`src/rtl/draw_cmd_arbiter.sv`:
```
// -----------------------------------------------------------------------------
// draw_cmd_arbiter
//
// Schedules rectangle draw commands from two requesters (host port and
// display-list reader) onto the single shared rasteriser engine. Requesters
// are granted round-robin. Each accepted rectangle is normalised so that
// x0<=x1 and y0<=y1. The engine then gets a one-cycle start pulse, and the
// operands are held stable until the engine reports done. Pixels emitted by
// the engine are counted per command. A watchdog aborts an engine that never
// finishes.
//
// Ports:
//   clk, rst           clock, synchronous active-high reset
//   req_valid[1:0]     per-requester command valid
//   req_ready[1:0]     per-requester accept (combinational, IDLE only)
//   req_cmd[113:0]     two packed 57-bit commands, req i at [57i+56:57i],
//                      fields MSB->LSB: x0, y0, x1, y1, fill, color[23:0]
//   eng_start          one-cycle start pulse to the engine
//   eng_x0..eng_y1     normalised rectangle corners
//   eng_fill           fill_enable to the engine
//   eng_color          colour to the engine
//   eng_abort          one-cycle pulse, OR'd into the engine reset
//   eng_pixel_valid    engine pixel strobe
//   eng_done           engine completion pulse
//   busy               high in every state except IDLE
//   grant_id           requester owning the current/last command
//   pix_count          pixel count of the last completed or aborted command
//   cmd_done           one-cycle completion pulse
//   cmd_timeout        one-cycle abort pulse
// -----------------------------------------------------------------------------
module draw_cmd_arbiter #(
   parameter int TIMEOUT_CYCLES = 70000
) (
   input  logic         clk,
   input  logic         rst,
   input  logic [1:0]   req_valid,
   output logic [1:0]   req_ready,
   input  logic [113:0] req_cmd,
   output logic         eng_start,
   output logic [7:0]   eng_x0,
   output logic [7:0]   eng_y0,
   output logic [7:0]   eng_x1,
   output logic [7:0]   eng_y1,
   output logic         eng_fill,
   output logic [23:0]  eng_color,
   output logic         eng_abort,
   input  logic         eng_pixel_valid,
   input  logic         eng_done,
   output logic         busy,
   output logic         grant_id,
   output logic [16:0]  pix_count,
   output logic         cmd_done,
   output logic         cmd_timeout
);

   typedef enum logic [2:0] {
      IDLE,
      ISSUE,
      WAIT,
      COMPLETE,
      ABORT
   } state_t;

   // The timer counts WAIT cycles from 0, so the abort fires on its last value.
   localparam logic [16:0] TIMER_LAST = 17'(TIMEOUT_CYCLES - 1);

   state_t        state;
   logic          rr;
   logic [16:0]   run_count;
   logic [16:0]   timer;
   logic          grant;
   logic [56:0]   cmd_sel;
   logic [7:0]    cmd_x0;
   logic [7:0]    cmd_y0;
   logic [7:0]    cmd_x1;
   logic [7:0]    cmd_y1;

   // Grant selection: the round-robin pointer wins when its requester is
   // valid, otherwise the other requester gets the slot. Ready is offered only
   // in IDLE, and only to the granted requester, so at most one bit is set.
   always_comb begin
      grant     = req_valid[rr] ? rr : ~rr;
      req_ready = 2'b00;
      if (state == IDLE && req_valid != 2'b00) begin
         req_ready[grant] = 1'b1;
      end
      cmd_sel = grant ? req_cmd[113:57] : req_cmd[56:0];
      cmd_x0  = cmd_sel[56:49];
      cmd_y0  = cmd_sel[48:41];
      cmd_x1  = cmd_sel[40:33];
      cmd_y1  = cmd_sel[32:25];
   end

   // Main sequencer. Pulse outputs default low and are raised on the edge
   // that enters ISSUE, COMPLETE or ABORT, so each is high for exactly the one
   // cycle spent in that state. The running pixel counter keeps counting on
   // the cycle where done arrives; pix_count takes its final value while in
   // COMPLETE/ABORT.
   always_ff @(posedge clk) begin
      if (rst) begin
         state       <= IDLE;
         rr          <= 1'b0;
         run_count   <= '0;
         timer       <= '0;
         eng_start   <= 1'b0;
         eng_abort   <= 1'b0;
         eng_x0      <= '0;
         eng_y0      <= '0;
         eng_x1      <= '0;
         eng_y1      <= '0;
         eng_fill    <= 1'b0;
         eng_color   <= '0;
         busy        <= 1'b0;
         grant_id    <= 1'b0;
         pix_count   <= '0;
         cmd_done    <= 1'b0;
         cmd_timeout <= 1'b0;
      end else begin
         eng_start   <= 1'b0;
         eng_abort   <= 1'b0;
         cmd_done    <= 1'b0;
         cmd_timeout <= 1'b0;
         case (state)
            IDLE: begin
               if (req_valid != 2'b00) begin
                  eng_x0    <= (cmd_x0 <= cmd_x1) ? cmd_x0 : cmd_x1;
                  eng_x1    <= (cmd_x0 <= cmd_x1) ? cmd_x1 : cmd_x0;
                  eng_y0    <= (cmd_y0 <= cmd_y1) ? cmd_y0 : cmd_y1;
                  eng_y1    <= (cmd_y0 <= cmd_y1) ? cmd_y1 : cmd_y0;
                  eng_fill  <= cmd_sel[24];
                  eng_color <= cmd_sel[23:0];
                  grant_id  <= grant;
                  rr        <= ~grant;
                  run_count <= '0;
                  timer     <= '0;
                  eng_start <= 1'b1;
                  busy      <= 1'b1;
                  state     <= ISSUE;
               end
            end
            ISSUE: begin
               state <= WAIT;
            end
            WAIT: begin
               if (eng_pixel_valid) begin
                  run_count <= run_count + 17'd1;
               end
               timer <= timer + 17'd1;
               if (eng_done) begin
                  cmd_done <= 1'b1;
                  state    <= COMPLETE;
               end else if (timer == TIMER_LAST) begin
                  eng_abort   <= 1'b1;
                  cmd_timeout <= 1'b1;
                  state       <= ABORT;
               end
            end
            COMPLETE, ABORT: begin
               pix_count <= run_count;
               busy      <= 1'b0;
               state     <= IDLE;
            end
            default: begin
               busy  <= 1'b0;
               state <= IDLE;
            end
         endcase
      end
   end

endmodule

```
`config.mk`:
```
export PLATFORM = sky130hd
export DESIGN_NAME = draw_cmd_arbiter
export DESIGN_NICKNAME = d
export VERILOG_FILES = /design/src/rtl/draw_cmd_arbiter.sv
export SDC_FILE = /design/constraint.sdc
export NUM_CORES = 1
export LEC_CHECK = 0
export BUFFER_PORTS_ARGS = -buffer_cell sky130_fd_sc_hd__clkbuf_2
export CAP_MARGIN = 20
export CORE_UTILIZATION = 55
export DETAILED_ROUTE_END_ITERATION = 16
export PLACE_DENSITY = 0.87
export SYNTH_ARGS = -nofsm -noshare
export SYNTH_HDL_FRONTEND = slang
export SYNTH_SLANG_ARGS = --single-unit
```
`constraint.sdc`:
```
create_clock -name clk -period 6.7 [get_ports clk]
set_clock_uncertainty 0.05 [all_clocks]
set_input_delay 0.67 -clock clk [delete_from_list [all_inputs] [get_ports clk]]
set_output_delay 0.67 -clock clk [all_outputs]
set_load 0.02 [all_outputs]
```
After elaboration in Yosys (flattened, before gate mapping)
Cells that the tools add are included.

word-level totals
  bits of input ports = 120
  bits in latches = 0
  memory bits (read-only) = 0
  output and inout bits = 82
  bits in registers = 117
  RAM bits = 0
  logic and storage cells = 75
  memories = 0

cells by class
  equality and inequality tests = 8
  bitwise gates (word level) = 5
  shift-type cells = 0
  reduce and logical (&&, ||, !) cells = 15
  divide/modulo/power cells = 0
  muxes and demuxes = 24
  $lt $le $gt $ge = 5
  multipliers = 0
  $add $sub $neg = 2

operators with widths
  operator                 count
  $pmux W17 S2             2
  $mux W57                 1
  $add A17 B1 Y17 const B  2
  $mux W17                 2
  $mux W8                  4
  $eq A17 B17 Y1 const B   1
  $le A8 B8 Y1             2
  $mux W3                  3
  $pmux W3 S3              1
  $mux W1                  8
  $reduce_and A2 Y1        4
  $reduce_or A2 Y1         4
  $eq A3 B2 Y1 const B     2
  $not A1 Y1               5
  $lt A1 B2 Y1 const B     2
  $reduce_bool A2 Y1       2
  $eq A3 B1 Y1 const B     1
  $eq A3 B3 Y1 const B     1
  $logic_not A3 Y1         1
  $ne A3 B3 Y1 const B     1
  $reduce_and A3 Y1        1
  $reduce_or A3 Y1         1
  $logic_and A1 B1 Y1      2
  $mux W2                  1
  5 further kinds          5

Depth between registers and ports, before layout
Gate-level depths: netlist (run 1).

  depth after elaboration = 8
  depth in mapped cells = 12
  depth with buffers taken out = 9

Worst setup path before layout (run 1)
Ideal clock, no wire load.

  path kind = input to register
  start point = in req_valid[1]
  end point = reg eng_y0[0]
  slack = 3,427 ps
  data required time = 6,555 ps
  arrival time = 3,128 ps
  cell stages on the path = 12
  setup time = 95 ps
  cell sequence = nand2b_1 > nand2_1 > buf_4 > buf_2 > mux2i_1 > ha_1 > and4b_1 > a211oi_1 > o221a_2 > buf_2 > nor2_1 > o311ai_1

on the way
  longest elaborated chain between the ends = 6
  elaborated cells on any way between the ends = 8
  classes of those cells = 1 x order compare; 5 x mux; 2 x reduce/logical

ends and longest elaborated chain
  what                                         RTL line  source
  from (decl)                                  36        input logic [1:0] req_valid,
  $mux W1 (implied by the code) (2 in series)  82        grant = req_valid[rr] ? rr : ~rr;
  $mux W1                                      82
  $mux W57                                     87        cmd_sel = grant ? req_cmd[113:57] : req_cmd[56:0];
  $le A8 B8 Y1                                 128       eng_y0 <= (cmd_y0 <= cmd_y1) ? cmd_y0 : cmd_y1;
  $mux W8                                      128
  to (signal assigned)                         128
  to (decl)                                    41        output logic [7:0] eng_y0,

Several ways; a longest one is shown, not always the timed one. The select of a mux whose other input is x is not followed.
A chain may end at the register's enable or synchronous reset.

Worst setup path in the final report (run 1)
  start point = reg rr
  end point = reg eng_y1[4]

on the way
  longest elaborated chain between the ends = 6
  elaborated cells on any way between the ends = 7
  classes of those cells = 1 x order compare; 5 x mux; 1 x bitwise

ends and longest elaborated chain
  what                                         RTL line  source
  from (decl)                                  68        logic rr;
  from (signal assigned)                       133       rr <= ~grant;
  $mux W1 (implied by the code) (2 in series)  82
  $mux W1 *                                    82
  $mux W57 *                                   87
  $le A8 B8 Y1                                 129       eng_y1 <= (cmd_y0 <= cmd_y1) ? cmd_y1 : cmd_y0;
  $mux W8 *                                    129
  to (signal assigned)                         129
  to (decl)                                    43        output logic [7:0] eng_y1,

Mark *: on every way between the ends. The rest lies on a longest branch, timed or not. The select of a mux whose other input is x is not followed.

==> out/results.ini, run 1 <==
[outcome]
status = completed

[setup_path]
critical_path_class = reg -> reg
worstPathArrival_ns = 4.25
r2r_start = rr
endpoint_kind = flip-flop
rr_endpoint = eng_y1[4]
cp-start-kind = flip-flop
r2r_setup_slack_ns = 2.81
r2r_cells = 8
critPathMaxFanout = 58
critPathRequiredTime_ns = 7.06

[timing]
hold_viol_final = 0
setup_tns_ns = 0
slew_headroom_pct = 33.3
drv_slew = 0
fmax_mhz = 257
finalCritPeriodShare_pct = 58.1
tightestPinTransition_ns = 1.00
rsz0062_at_grt = no
fin_ws_ns = 2.81
layout_min_cycle_time_ns = 3.89
holdWs_ns = 0.384
setup_viol = 0

[global_route]
grt_pass1_vias = 5513
antenna_found_initial = 0
grt_max_degree = 60
grt_pass1_wl_mm = 26.2
grt-ovfl-total = 0
grtUsageTotal_pct = 29.3

[synth]
synth_nets = 774
syn_area_um2 = 5930
ys_ff_latch = 117
synth_top_area_cell = dfxtp_1
seq_area_frac_synth_pct = 39.5
synth_edf_count = 0
netlist_instances = 636
post-synth-top-area-fraction_pct = 39.5
async_flop_share_pct = 0
ys_top_cells_by_area = dfxtp_1 39%, mux2i_1 10%, nor2_1 5.2%, o311ai_1 4.7%, nand3b_1 4.4%
ys_top_cells_by_count = 117 x dfxtp_1, 82 x nor2_1, 59 x mux2i_1
yosysMostFrequentCell = dfxtp_1
yosysWarnings = 0
avgSynthCellArea_um2 = 9.33
synth.distinct_cells = 47
synth_ff_type = dfxtp_1

[layout]
fin_nets = 950
layout.cells.non_filler = 961
n_fill_cell = 801
n_antenna_cell = 0
layout-drive-gt1-share_pct = 32.2
area_delta_synth_final_pct = 26.0

[floorplanning]
num_rows = 37
pin_count = 202
die_y_um = 106
core_um2 = 10400
start_util_pct = 57.2
die_w_um = 106
die_area_um2 = 11200

[detailed_routing]
vias = 5675
drt-total-wl_mm = 16.3
viasPerCell = 5.91
wl_per_cell_um = 17.0
drtIter0Drc = 449
drt-pass1-iter-count = 4
drc = 0
antenna_left = 0

[power]
peakVddDrop_mv = 0.197
power.leakage_nw = 3.27
power_density_nw_per_um2 = 306
power_mw = 2.29

[placed_design]
dp_cells = 927
place_ws_ns = 2.44
dp_hpwl_mm = 11.6
place_congestion = 0.828
port_buffers = 201

[worst_hold_path]
min_to = eng_color[0]
whs_path_depth = 2
hold_class = in -> reg
hold_start = rst

[run]
drv_cap = 0

[cts]
clkLatencyLatePin_ns = 0.51
cts_tree = built
cts_buffers = 17
post_cts_resized = 0
clock_sinks = 117
path_clk_slew_ns = 0.06
cts_buffer_depth = 2
htree_num_levels = 4
ctsRootBufferMaster = clkbuf_8
cts_hold_buf = 0
post_cts_buffers = 0

[logic make-up after synthesis]
family,Yosys count,synth area share (%)
AND/OR/NAND/NOR,223,21.2
adder cells (fa/ha/maj),18,3.80
flip-flops,117,39.5
multiplexers,76,13.2
AO/OA/AOI/OAI,127,15.7
XOR/XNOR,13,1.92
buffers and inverters,62,4.74
[worst max-delay path, cell delays in order, from the launching register on]
cell and delay, ns:
dfxtp_1 0.34, nand2b_1 0.20, nand2_4 0.71, mux2_2 0.46
ha_1 0.32, nand4_1 0.13, nor2_1 0.76, nor2_1 0.41
o311ai_1 0.38
[final cells by class]
cell class / instances / area, um^2 / area share (%)
sequential: 117 / 2340 / 31.3
inverter: 13 / 48.8 / 0.653
timing repair buffer: 206 / 1060 / 14.2
clock buffer: 18 / 428 / 5.72
tap: 136 / 170 / 2.28
clock inverter: 14 / 104 / 1.39
multi-input combinational: 457 / 3320 / 44.4
[report_power, final]
group	internal (mW)	switching [mW]	leakage, nW
logic	0.236	0.413	2.05
clock network	0.466	0.343	0.258
registers	0.780	0.0507	0.956
[per-layer routing]
layer  vias to the layer above  GRT usage (%)  share of wire [%]
li1                       2743              -                  -
met1                      2640           34.5                 40
met2                       243           50.2                 51
met3                        49           7.11                6.6
met4                         0           13.3                3.1
met5                         -              0                  0
[flip-flops by register name (all words and copies together), names as in the netlist]
signal / count
run_count: 17
rr: 1
eng_color: 24
eng_y0: 8
timer: 17
cmd_timeout: 1
eng_x1: 8
eng_fill: 1
cmd_done: 1
eng_start: 1
eng_y1: 8
pix_count: 17
busy: 1
eng_x0: 8
state: 3
grant_id: 1
[through the flow]
stage	util (%)	area (um^2)
after floorplan	-	5930
after global placement	66.6	6910
after detailed placement	66.6	6910
after CTS	71.8	7440
after global routing	72.1	7480
final	72.1	7480
[cells in the final DEF (no fill, tap or decap), types with 2 or more instances in the layout]
cell / n
a211oi_1: 28
a21o_1: 2
a21oi_1: 24
and2_1: 2
and3_1: 3
and4_1: 3
and4b_1: 2
buf_4: 3
clkbuf_16: 16
clkbuf_2: 201
clkbuf_8: 2
clkinv_2: 4
clkinv_4: 3
clkinvlp_4: 3
dfxtp_1: 117
ha_1: 18
inv_1: 12
inv_6: 4
mux2_1: 2
mux2_2: 15
mux2i_1: 59
nand2_1: 14
nand2b_1: 3
nand3_1: 14
nand3b_1: 35
nand4_1: 7
nor2_1: 82
nor3_1: 14
nor4_1: 7
nor4b_1: 2
o211ai_1: 22
o21ai_0: 10
o221a_2: 2
o311ai_1: 32
or2_2: 3
or3_1: 9
or4b_1: 16
xnor2_1: 13
[worst max path at each step]
stage / startpoint / to / depth (start not counted)
2_1_floorplan: req_valid[1] / eng_y0[0] / 12
3_3_place_gp: req_valid[1] / eng_y0[2] / 10
3_5_place_dp: req_valid[1] / eng_y0[1] / 10
4_1_cts: rr / eng_y0[1] / 9
5_1_grt: rr / eng_y0[0] / 8
6_report: rr / eng_y1[4] / 8
Power figures use the tool's default switching activity.
==> run 2, diff against run 1 <==
--- a/config.mk
+++ b/config.mk
@@ -7,9 +7,9 @@
 export LEC_CHECK = 0
 export BUFFER_PORTS_ARGS = -buffer_cell sky130_fd_sc_hd__clkbuf_2
 export CAP_MARGIN = 20
-export CORE_UTILIZATION = 55
+export CORE_UTILIZATION = 51
 export DETAILED_ROUTE_END_ITERATION = 16
-export PLACE_DENSITY = 0.87
+export PLACE_DENSITY = 0.82
 export SYNTH_ARGS = -nofsm -noshare
 export SYNTH_HDL_FRONTEND = slang
 export SYNTH_SLANG_ARGS = --single-unit
==> constraint.sdc (replaced) <==
create_clock -name clk -period 4.1 [get_ports clk]
set_clock_uncertainty 0.05 [all_clocks]
set_input_delay 0.41 -clock clk [delete_from_list [all_inputs] [get_ports clk]]
set_output_delay 0.41 -clock clk [all_outputs]
set_load 0.02 [all_outputs]
==> run 2 against run 1 <==
  * Utilization decreased by 5.1 points
  * Clock power increased by 97%
  * Wire length down 5.6%
  * Critical path type unchanged
==> out/results.ini, run 2 (synthesized netlist as in run 1, its figures left out) <==
[cts]
path_clk_slew_ns = 0.05  ; about the same
clock_sinks = 117  ; unchanged
cts_buffers = 17  ; unchanged
cts_buffer_depth = 2  ; unchanged
post_cts_resized = 0  ; unchanged
htree_num_levels = 4  ; unchanged
cts_hold_buf = 0  ; unchanged
ctsRootBufferMaster = clkbuf_16
clkLatencyLatePin_ns = 0.41  ; -0.10 ns
post_cts_buffers = 0  ; unchanged
cts_tree = built

[timing]
hold_viol_final = 0  ; unchanged
drv_slew = 0  ; unchanged
fin_ws_ns = 0.677  ; -2.13 ns
fmax_mhz = 292  ; +14%
slew_headroom_pct = 47.9  ; +15 points
setup_viol = 0  ; unchanged
holdWs_ns = 0.211  ; -0.173 ns
finalCritPeriodShare_pct = 83.5  ; +25 points
setup_tns_ns = 0  ; unchanged
rsz0062_at_grt = no
layout_min_cycle_time_ns = 3.42  ; -0.470 ns
tightestPinTransition_ns = 0.777  ; -0.223 ns

[worst_hold_path]
hold_start = eng_done
min_to = cmd_done
whs_path_depth = 2  ; unchanged
hold_class = in -> reg

[setup_path]
cp-start-kind = flip-flop
r2r_start = rr
r2r_cells = 9  ; +1
worstPathArrival_ns = 3.64  ; -0.61 ns
critPathRequiredTime_ns = 4.32  ; -2.74 ns
rr_endpoint = eng_y0[7]
r2r_setup_slack_ns = 0.68  ; -2.13 ns
critPathMaxFanout = 18  ; -69%
endpoint_kind = flip-flop
critical_path_class = reg -> reg

[layout]
final_util_pct = 67.0  ; -5.1 points
layout-drive-gt1-share_pct = 32.5  ; +0.25 points
layout.cells.non_filler = 974  ; +1.4%
area_delta_synth_final_pct = 28.3
largest-register = eng_color
final_common_cell = clkbuf_2
n_antenna_cell = 0  ; unchanged
fin_nets = 956  ; +0.63%
n_fill_cell = 898  ; +12%
layout_common_cells = 200 x clkbuf_2, 117 x dfxtp_1, 82 x nor2_1
largest_register_ffs = 24  ; unchanged

[power]
power.leakage_nw = 3.34  ; +2.4%
peakVddDrop_mv = 0.332  ; +69%
power_density_nw_per_um2 = 525  ; +72%

[floorplanning]
die_area_um2 = 12100  ; +7.7%
die_y_um = 110  ; +3.8%
core_um2 = 11400  ; +9.6%
die_w_um = 110  ; +3.8%
start_util_pct = 52.2  ; -5.0 points
pin_count = 202  ; unchanged
num_rows = 39  ; +5.4%

[global_route]
grt-ovfl-total = 0  ; unchanged
grt_pass1_wl_mm = 24.4  ; -6.7%
grt_pass1_vias = 5345  ; -3.0%
grt_max_degree = 62  ; +3.3%
grtUsageTotal_pct = 26.0  ; -3.3 points
antenna_found_initial = 0  ; unchanged

[detailed_routing]
wl_per_cell_um = 15.8  ; -6.9%
antenna_left = 0  ; unchanged
viasPerCell = 5.73  ; -3.0%
drc = 0  ; unchanged
drtIter0Drc = 317  ; -29%
drt-total-wl_mm = 15.4  ; -5.6%
drt-pass1-iter-count = 5  ; +1
vias = 5582  ; -1.6%

[placed_design]
place_congestion = 0.896  ; +8.1%
dp_hpwl_mm = 10.9  ; -5.6%
dp_cells = 941  ; +1.5%
port_buffers = 201  ; unchanged
place_ws_ns = 0.579  ; -1.86 ns

[outcome]
status = completed

[run]
drv_cap = 0  ; unchanged

run 2: changes by cell type in the layout (fill, tap and decap cells not counted), sizes merged:
| cell | before | now |
|---|---|---|
| buf | 5 | 12 |
| bufinv | 0 | 4 |
| clkbuf | 219 | 223 |
| inv | 17 | 13 |
| clkinv | 7 | 4 |
| clkinvlp | 3 | 1 |
run 2: worst max path at each step:
stage,from,to,cells past startpoint
after floorplan,req_valid[1],eng_y0[0],12
after global placement,req_valid[1],eng_y0[2],10
after detailed placement,req_valid[1],eng_y0[7],10
after CTS,rr,eng_y0[7],9
after global routing,rr,eng_x1[7],10
final,rr,eng_y0[7],9
run 2: cell type report:
cell class                      count  area (um^2)  share of cell area, %
Multi-Input combinational cell    457         3310                   43.5
Sequential cell                   117         2340                   30.8
Timing Repair Buffer              212         1100                   14.4
Clock buffer                       23          488                   6.41
Tap cell                          143          179                   2.35
Clock inverter                      9          148                   1.94
Inverter                           13         48.8                  0.641
run 2: per-stage QoR:
step,total power [mW],instance area [um^2]
2_1_floorplan,2.10,5930
3_3_place_gp,2.39,6970
3_5_place_dp,2.43,6970
4_1_cts,4.01,7600
5_1_grt,4.19,7620
6_report,4.00,7620
run 2: per-layer routing:
metal	share of wire (%)	wire length, um	track usage (%)	up-vias
met5	0	0	0	-
met3	6.8	1040	8.83	27
met2	51	7820	44.3	201
li1	-	-	-	2756
met4	1.9	291	11.2	0
met1	41	6240	29.2	2598
run 2: power breakdown:
group | leakage (nW) | internal [mW] | switching [mW]
clock network | 0.313 | 1.08 | 0.508
registers | 0.956 | 1.28 | 0.0848
logic | 2.08 | 0.390 | 0.665
total | 3.34 | 2.74 | 1.26
run 2: critical path, stage by stage (launching register included):
cell      delay [ns]
dfxtp_1         0.32
nand2b_1        0.18
nand2_2         0.37
mux2_2          0.42
ha_1            0.33
and4b_1         0.21
a211oi_1        0.24
o221a_2         0.44
or2_0           0.52
o311ai_1        0.18
